`src/rtl/instruction_fetch.sv`:
```
// Instruction fetch stage: owns the PC, the IF/ID pipeline register and the
// BOOT/RUN/HALT sequencing, including redirect, stall and EBREAK halt handling.
module instruction_fetch #(
  parameter logic [31:0] RESET_PC   = 32'h0000_0000,
  parameter logic [31:0] NOP_INSTR  = 32'h0000_0013,
  parameter logic [31:0] HALT_INSTR = 32'h0010_0073
) (
  input  logic        clk,
  input  logic        reset,
  input  logic        stall,
  input  logic        redirect,
  input  logic [31:0] redirect_target,
  output logic [31:0] PC,
  input  logic [31:0] instruction,
  output logic [31:0] if_id_pc,
  output logic [31:0] if_id_instr,
  output logic        if_id_valid,
  output logic        misaligned,
  output logic        halted,
  output logic [31:0] fetch_count
);

  typedef enum logic [1:0] {
    ST_BOOT = 2'd0,
    ST_RUN  = 2'd1,
    ST_HALT = 2'd2
  } state_t;

  state_t      r_state;
  logic [31:0] r_pc;
  logic [31:0] r_id_pc;
  logic [31:0] r_id_instr;
  logic        r_id_valid;
  logic        r_misaligned;
  logic        r_halted;
  logic [31:0] r_count;

  state_t      w_state_next;
  logic [31:0] w_pc_next;
  logic [31:0] w_id_pc_next;
  logic [31:0] w_id_instr_next;
  logic        w_id_valid_next;
  logic        w_misaligned_next;
  logic        w_halted_next;
  logic [31:0] w_count_next;
  logic        w_is_halt;

  assign w_is_halt = (instruction == HALT_INSTR);

  // Branch order inside RUN encodes the priority redirect > stall > halt > advance.
  always_comb begin
    // NOTE: every output of this block gets a hold value first so no path
    // through the case can leave one unassigned and infer a latch.
    w_state_next      = r_state;
    w_pc_next         = r_pc;
    w_id_pc_next      = r_id_pc;
    w_id_instr_next   = r_id_instr;
    w_id_valid_next   = r_id_valid;
    w_misaligned_next = r_misaligned;
    w_halted_next     = r_halted;
    w_count_next      = r_count;

    case (r_state)
      ST_BOOT: w_state_next = ST_RUN;
      ST_RUN: begin
        if (redirect) begin
          w_pc_next         = {redirect_target[31:2], 2'b00};
          w_id_instr_next   = NOP_INSTR;
          w_id_valid_next   = 1'b0;
          w_misaligned_next = r_misaligned | (|redirect_target[1:0]);
        end else if (!stall) begin
          w_id_pc_next    = r_pc;
          w_id_instr_next = instruction;
          w_id_valid_next = 1'b1;
          w_count_next    = r_count + 32'd1;
          if (w_is_halt) begin
            w_state_next  = ST_HALT;
            w_halted_next = 1'b1;
          end else begin
            w_pc_next = r_pc + 32'd4;
          end
        end
      end
      ST_HALT: begin
        w_id_instr_next = NOP_INSTR;
        w_id_valid_next = 1'b0;
        w_halted_next   = 1'b1;
      end
      default: w_state_next = ST_BOOT;
    endcase
  end

  // NOTE: all state is updated with non-blocking assignments so every register
  // samples the pre-edge values, independent of statement order.
  always_ff @(posedge clk) begin
    if (reset) begin
      r_state      <= ST_BOOT;
      r_pc         <= RESET_PC;
      r_id_pc      <= 32'd0;
      r_id_instr   <= NOP_INSTR;
      r_id_valid   <= 1'b0;
      r_misaligned <= 1'b0;
      r_halted     <= 1'b0;
      r_count      <= 32'd0;
    end else begin
      r_state      <= w_state_next;
      r_pc         <= w_pc_next;
      r_id_pc      <= w_id_pc_next;
      r_id_instr   <= w_id_instr_next;
      r_id_valid   <= w_id_valid_next;
      r_misaligned <= w_misaligned_next;
      r_halted     <= w_halted_next;
      r_count      <= w_count_next;
    end
  end

  assign PC          = r_pc;
  assign if_id_pc    = r_id_pc;
  assign if_id_instr = r_id_instr;
  assign if_id_valid = r_id_valid;
  assign misaligned  = r_misaligned;
  assign halted      = r_halted;
  assign fetch_count = r_count;

endmodule

```
`config.mk`:
```
export PLATFORM = sky130hd
export DESIGN_NAME = instruction_fetch
export DESIGN_NICKNAME = d
export VERILOG_FILES = /design/src/rtl/instruction_fetch.sv
export SDC_FILE = /design/constraint.sdc
export NUM_CORES = 1
export LEC_CHECK = 0
export ABC_AREA = 1
export BUFFER_PORTS_ARGS = -buffer_cell sky130_fd_sc_hd__buf_2
export CAP_MARGIN = 40
export CORE_UTILIZATION = 35
export DETAILED_ROUTE_END_ITERATION = 7
export REMOVE_ABC_BUFFERS = 1
export SLEW_MARGIN = 20
export SYNTH_ARGS = -nofsm -noshare
export SYNTH_HDL_FRONTEND = slang
export SYNTH_SLANG_ARGS = --single-unit
```
`constraint.sdc`:
```
create_clock -name clk -period 2.2 [get_ports clk]
set_input_delay 0.55 -clock clk [delete_from_list [all_inputs] [get_ports clk]]
set_output_delay 0.55 -clock clk [all_outputs]
set_load 0.03 [all_outputs]
```
======== Word level (Yosys, flattened, before mapping) ========
Cells that the tools add are included.
word-level totals
  word-level logic and storage cells ...... 49
  output and inout bits ................... 131
  bits in registers ....................... 133
operators by class
  muxes and demuxes ....................... 17
  reduce and logical (&&, ||, !) cells .... 9
  add/sub/neg operators ................... 2
  equality and inequality tests ........... 9
  bitwise gates (word level) .............. 4
operator list
  cell                     count
  $mux W32                 5
  $pmux W32 S2             1
  $add A32 B1 Y32 const B  1
  $add A32 B3 Y32 const B  1
  $eq A32 B21 Y1 const B   1
  $ne A2 B2 Y1 const B     4
  $reduce_and A4 Y1        2
  $mux W2                  3
  $pmux W2 S3              1
  $reduce_and A3 Y1        2
  $mux W1                  5
  $pmux W1 S2              2
  $reduce_and A2 Y1        2
  $ne A3 B3 Y1 const B     1
  $not A1 Y1               3
  $eq A2 B1 Y1 const B     1
  $eq A2 B2 Y1 const B     1
  $logic_not A2 Y1         1
  $ne A2 B1 Y1 const B     1
  $reduce_bool A2 Y1       1
  $reduce_or A2 Y1         1
  $or A1 B1 Y1             1

======== Longest topological paths before layout ========
Gate-level depths: netlist of the first run.
  word-level depth ........................ 5
  depth in mapped cells ................... 12

======== Worst setup path before layout of the first run ========
OpenSTA, ideal clock, no wires.
  path kind ............................... input to register
  start point ............................. in redirect
  end point ............................... reg r_count[25] (netlist: fetch_count[25])
  path slack .............................. 0.481 ns
  cell stages on the path ................. 11
  data arrival time ....................... 1.605 ns
  buffers on the path ..................... 1
  path through ............................ buf_2 nor2_4 nand2_4 nor2_8 nand2_4 nor2_4 nand2_1 nor2_1 nand2_1 nand2_1 nor2_1
between the ends
  word-level cells in the longest chain between the ends .. 2
ends and longest elaborated chain
  element                             RTL line  source
  from (decl)                         11        input logic redirect,
  $not A1 Y1 (no source line)         --
  $reduce_and A3 Y1 (no source line)  --
  to (signal assigned)                113       r_count <= w_count_next;
  to (decl)                           36        logic [31:0] r_count;
Every way passes these cells.
A chain may end at the register's enable or synchronous reset.

======== Worst setup path in the final report of the first run ========
  start point ............................. reg r_pc[4] (netlist: PC[4])
  end point ............................... reg r_pc[23] (netlist: PC[23])
between the ends
  word-level cells in the longest chain between the ends .. 4
ends and longest elaborated chain
  element                 RTL line  source
  from (decl)             30        logic [31:0] r_pc;
  from (signal assigned)  107       r_pc <= w_pc_next;
  $add A32 B3 Y32         80        w_pc_next = r_pc + 32'd4;
  $mux W32                76        if (w_is_halt) begin
  $mux W32                71        end else if (!stall) begin
  $mux W32                66        if (redirect) begin
Every way passes these cells. The select of a mux whose other input is x is not followed.

==> reports/qor.txt, run 1 <==
Dpl hpwl: 14.15 mm
Die area: 19030 um2
Port Buffers: 194
Worst path top cell family by delay: simple AND/OR/NAND/NOR gates
Worst-path cell chain: nand2_1 -> nor2_1 -> nand2_1 -> nor2_1 -> nand2_1 -> o21ai_1 -> nand3_1 -> nand2_1 -> nor2_1
Most used routing layer: met2
Post-synthesis sequential area ratio: 0.3993
Worst slew margin: 0.6589
Ys Warns: 0
Synth Register Bits: 129
Area contributors post-synth: dfxtp_1 (40%), nand2_1 (16%), nor2_1 (8.6%)
Crit-path max cell delay: 490 ps
WS Path Type: reg2reg
GPL Wtd Cong: 0.9056
Num Clock Sinks: 129
Worst Skew: 9.733 ps
Layout Nets: 1248
Critical path launch point type: register
CTS tree: done
Synth unique cells: 38
Slew Limit Fails: 0
Fin crit period: 1745 ps
Max-cap violations: 0
Achievable frequency: 573.1 MHz
Post-CTS Resized: 0
Final setup vio count: 0
CP Depth: 9
GRT Util Overall: 0.2080
Met1 usage: 0.2713
Critical path required time: 2510 ps
GR Util met3: 0.05482
Share of cells above drive strength 1: 0.2336
Initial cell density of the core: 0.3588
Clock latency on the worst-skew pair: 410 ps
Top-area cell type share of the netlist area: 0.3993
Layout Area Growth over Synthesis: 27.30%
Hold buffer count at cts: 0
Setup bufs post-CTS: 0
First-pass GRT wire length: 30.58 mm
Total power: 6.115 mW
R2R depth: 9
Global route total overflow: 0
Most common cell after layout, fill and taps aside: nand2_1
CP max stage cell: dfxtp_1
Hold path depth: 3
Drt first pass iters: 5
Root buffer cell: clkbuf_16
Final hold vios: 0
Initial drt markers: 412
CP dominant cell by count: nand2_1
Routed vias/inst: 4.748
Dpl cells: 1388
P_leak: 3.648 nW
Worst-path fanout max: 8
Number of buffers and inverters on the critical path: 0
Setup crit end kind: register
WP data arrival: 2050 ps
Worst IR drop on VDD: 493.2 uV
Core Rows: 49
Most frequent cells in the layout: nand2_1 (283), buf_2 (194), nor2_1 (149)
Post-Syn Instances: 995
DR WL/cell: 13.84 um
TritonCTS buffer count: 17
Total wire length: 19.65 mm
Power density over the cells: 742.7 nW/um2
CORE AREA: 18020 um2
Cell area after synthesis: 6467 um2
H-tree depth: 4
Path type of the worst min-delay path: in2reg
RSZ-0062 raised after global routing: false
Antenna Nets Post-Route: 0
Post-synth top area cell: dfxtp_1
Mapped Avg Cell Area: 6.500 um2
GR Layer Usage met2: 0.3375
Fin crit share: 0.7932
DRC: 0
Largest net degree at the start of global routing: 85
Fin cells: 1420
Register clock-pin slew on the reported worst setup and hold paths: 60 ps
Number of antenna violations at the first check in global routing: 1
Via count: 6742
TNS Setup: 0 ps
Outcome: finished, final reports clean
Vias in the first global route: 6056
Clk buf depth: 2
Io pins: 199
Chip Height: 137.9 um
Slew at the pin closest to its max-slew limit: 510.8 ps
Die width: 137.9 um
-- synth_stat cells, drive strengths merged --
library cell    n
or2            10
xor2            9
a31oi           3
nor3           14
o21ai          73
xnor2           2
a21oi          82
o211ai          1
buf            22
and2            2
o21a            1
clkinv          2
nor3b           2
conb            1
a211oi          1
nor2          164
o22ai           3
nand3b          3
ha              2
dfxtp         129
nand3          60
inv            88
nand4           9
nand2         290
nor4            1
clkbuf         21
-- state kept, by name, indices dropped and copies added (netlist names) --
register,flops
PC,30
fetch_count,32
halted,1
if_id_instr,32
if_id_pc,30
if_id_valid,1
misaligned,1
r_state,2
-- cells by family (layout without fill, tap and decap cells) --
family / Yosys count / after routing / synth area share
compound gates: 164 / 164 / 0.1292
other cells: 1 / 5 / 0.0005798
simple gates: 555 / 555 / 0.3695
flops: 129 / 129 / 0.3993
xor+xnor: 11 / 11 / 0.01490
fa+ha+maj: 2 / 2 / 0.003869
buf+inv: 133 / 325 / 0.08261
-- area by class of cell --
class / count / area [um2]
fill: 1976 / 9792
clock buffer: 25 / 485.5
antenna: 1 / 2.502
sequential: 129 / 2582
tap: 229 / 286.5
inverter: 90 / 337.8
clock inverter: 6 / 80.08
timing repair buffer: 204 / 1096
multi-input combinational: 736 / 3362
-- worst paths after layout --
| path | startpoint | end | slack, ps |
|---|---|---|---|
| worst min-delay path | instruction[0] | if_id_instr[0] | 390 |
| worst min register to register | halted | halted | 460 |
| worst max register to register | PC[4] | PC[23] | 460 |
| worst max-delay path | PC[4] | PC[23] | 460 |
-- worst reg2reg max path: cells and delay by family (launching register included) --
kind / cells / cell delay [ps]
AOI/OAI and AO/OA: 1 / 140
and+or+nand+nor: 8 / 1010
DFF: 1 / 490
-- power breakdown --
group	internal, mW	switching (mW)
registers	2.44	0.108
clock network	1.74	0.994
logic	0.259	0.570
total	4.44	1.67
-- per-stage QoR --
step / util / setup slack [ps] / hold WS, ps / area (um2)
floorplan: - / -9.866 / 510.1 / 6282
global placement: 0.4252 / 234.9 / 437.0 / 7665
detailed placement: 0.4252 / 221.8 / 450.8 / 7665
CTS: 0.4566 / 474.5 / 369.3 / 8230
global route: 0.4566 / 287.8 / 384.2 / 8230
finish: 0.4568 / 455.1 / 388.8 / 8233
-- routing by layer --
layer,vias to the layer above,routed length [um]
met5,-,0
met4,0,277
met3,21,1180
met2,188,9035
met1,3003,9157
li1,3530,-
No activity file was read; power rests on OpenSTA's default activity.
==> run 2, diff against run 1 <==
clock period = 1.5 ns   (was 2.2 ns; I/O delays follow)
==> run 2 against run 1 <==
Against the previous run:
- register-to-register slack lost 430 ps
- critical path depth shrank 7
- final cell count grew 9.4%
- total power rose by 52%
- sequential cell count unchanged
- sequential power is 45% higher
- utilization rose by 8.4 points
- via count rose by 8.2%
- routed wire length up 8.2%
- cell area up 18%
- sequential share of layout area is 4.3 points lower
- clock skew hardly changed
- largest power group unchanged
- highest routed layer unchanged
==> reports/qor.txt, run 2 (synthesis results as in run 1) <==
Register clock-pin slew on the reported worst setup and hold paths: 60 ps
Outcome: finished, final reports clean
Number of antenna violations at the first check in global routing: 1
RSZ-0062 raised after global routing: true
GR Layer Usage met2: 0.3694
Setup crit end kind: output port
Fin crit period: 1490 ps
First-pass GRT wire length: 32.42 mm
Chip Height: 137.9 um
Clock latency on the worst-skew pair: 430 ps
Slew Limit Fails: 0
Io pins: 199
DR WL/cell: 13.70 um
Routed vias/inst: 4.699
CTS tree: done
Final hold vios: 0
Share of cells above drive strength 1: 0.3840
Fin crit share: 0.9934
DRC: 0
Total wire length: 21.27 mm
DP Area: 8656 um2
Critical path launch point type: register
WP data arrival: 1120 ps
Root buffer cell: clkbuf_16
Final worst setup slack: 9.916 ps
Worst Skew: 9.642 ps
Dpl hpwl: 15.65 mm
WS Path Type: reg2out
Via count: 7298
Largest net degree at the start of global routing: 48
Die width: 137.9 um
GR Util met3: 0.04861
Achievable frequency: 671.1 MHz
Min-delay src: instruction[4]
Critical path required time: 1120 ps
Vias in the first global route: 6593
GRT Util Overall: 0.2209
Drt first pass iters: 4
Most used routing layer: met2
Layout Nets: 1380
Most frequent cells in the layout: nand2_1 (271), buf_2 (164), buf_4 (149)
Clk buf depth: 2
Finished Cell Area: 9751 um2
Max-cap violations: 0
CORE AREA: 18020 um2
Antenna Nets Post-Route: 0
Worst-path fanout max: 4
P_leak: 4.437 nW
Initial drt markers: 406
Crit path launch: fetch_count[3]
Port Buffers: 194
Reg2reg start: r_state[0]
Met1 usage: 0.2796
Die area: 19030 um2
Worst IR drop on VDD: 727.4 uV
Most common cell after layout, fill and taps aside: nand2_1
Core Rows: 49
Num Clock Sinks: 129
Global route total overflow: 0
DP Worst Slack: -212.4 ps
Hold buffer count at cts: 0
Path type of the worst min-delay path: in2reg
H-tree depth: 4
GPL Wtd Cong: 0.9017
Fin util: 0.5410
Final setup vio count: 0
Layout Area Growth over Synthesis: 50.76%
TritonCTS buffer count: 17
Power density over the cells: 954.3 nW/um2
Initial cell density of the core: 0.3588
==> run 2: changes by cell type in the layout (fill, tap and decap cells not counted), sizes merged <==
cell	previous run	this run
buf	204	327
clkinv	5	6
clkinvlp	0	6
bufinv	2	1
clkbuf	25	28
inv	89	90
==> run 2: path summary, 6_finish.rpt <==
kind                                  endpoint  slack, ps  cells after the start
worst min-delay path            if_id_instr[4]        200                      3
worst max-delay path            fetch_count[3]         10                      2
worst max register to register  fetch_count[9]         30                      9
worst min register to register      misaligned        450                      2
==> run 2: area by class of cell <==
cell class,count,area [um2]
Clock buffer,19,452.9
Antenna cell,1,2.502
Clock inverter,13,112.6
Sequential cell,129,2641
Tap cell,229,286.5
Timing Repair Buffer,336,2270
Multi-Input combinational cell,736,3635
Inverter,90,350.3
Fill cell,1815,8274
==> run 2: worst max-delay path: stages, from the launching register on <==
cell and delay [ps]:
dfxtp_1 390, buf_4 150, buf_4 150
==> run 2: where the power goes <==
group	total [mW]	internal, mW	leakage, nW	switching (mW)
logic	1.59	0.624	3.11	0.970
clock network	4.01	2.36	0.263	1.65
registers	3.70	3.58	1.07	0.117
==> run 2: layer usage <==
metal	wire, um	share of wire
met1	9896	0.47
met2	9970	0.47
met3	1135	0.053
met4	269	0.013
met5	0	0
==> run 2: through the flow <==
step	setup TNS [ps]	power, mW	cells	hold WS, ps
final	0	9.305	1553	199.8
after global routing	-1349	9.691	1552	212.4
after CTS	-17.96	9.306	1547	186.5
after detailed placement	-11240	5.256	1510	444.5
after global placement	-10490	5.247	1510	436.8
after floorplan	-28600	4.522	955	444.1
==> run 2: repair_timing <==
item | in CTS | in global routing
pin swaps | 9 | 25
setup buffers | 5 | 4
resized for setup | 50 | 114
gates cloned | 0 | 1
endpoints found under the setup margin | 64 | 113
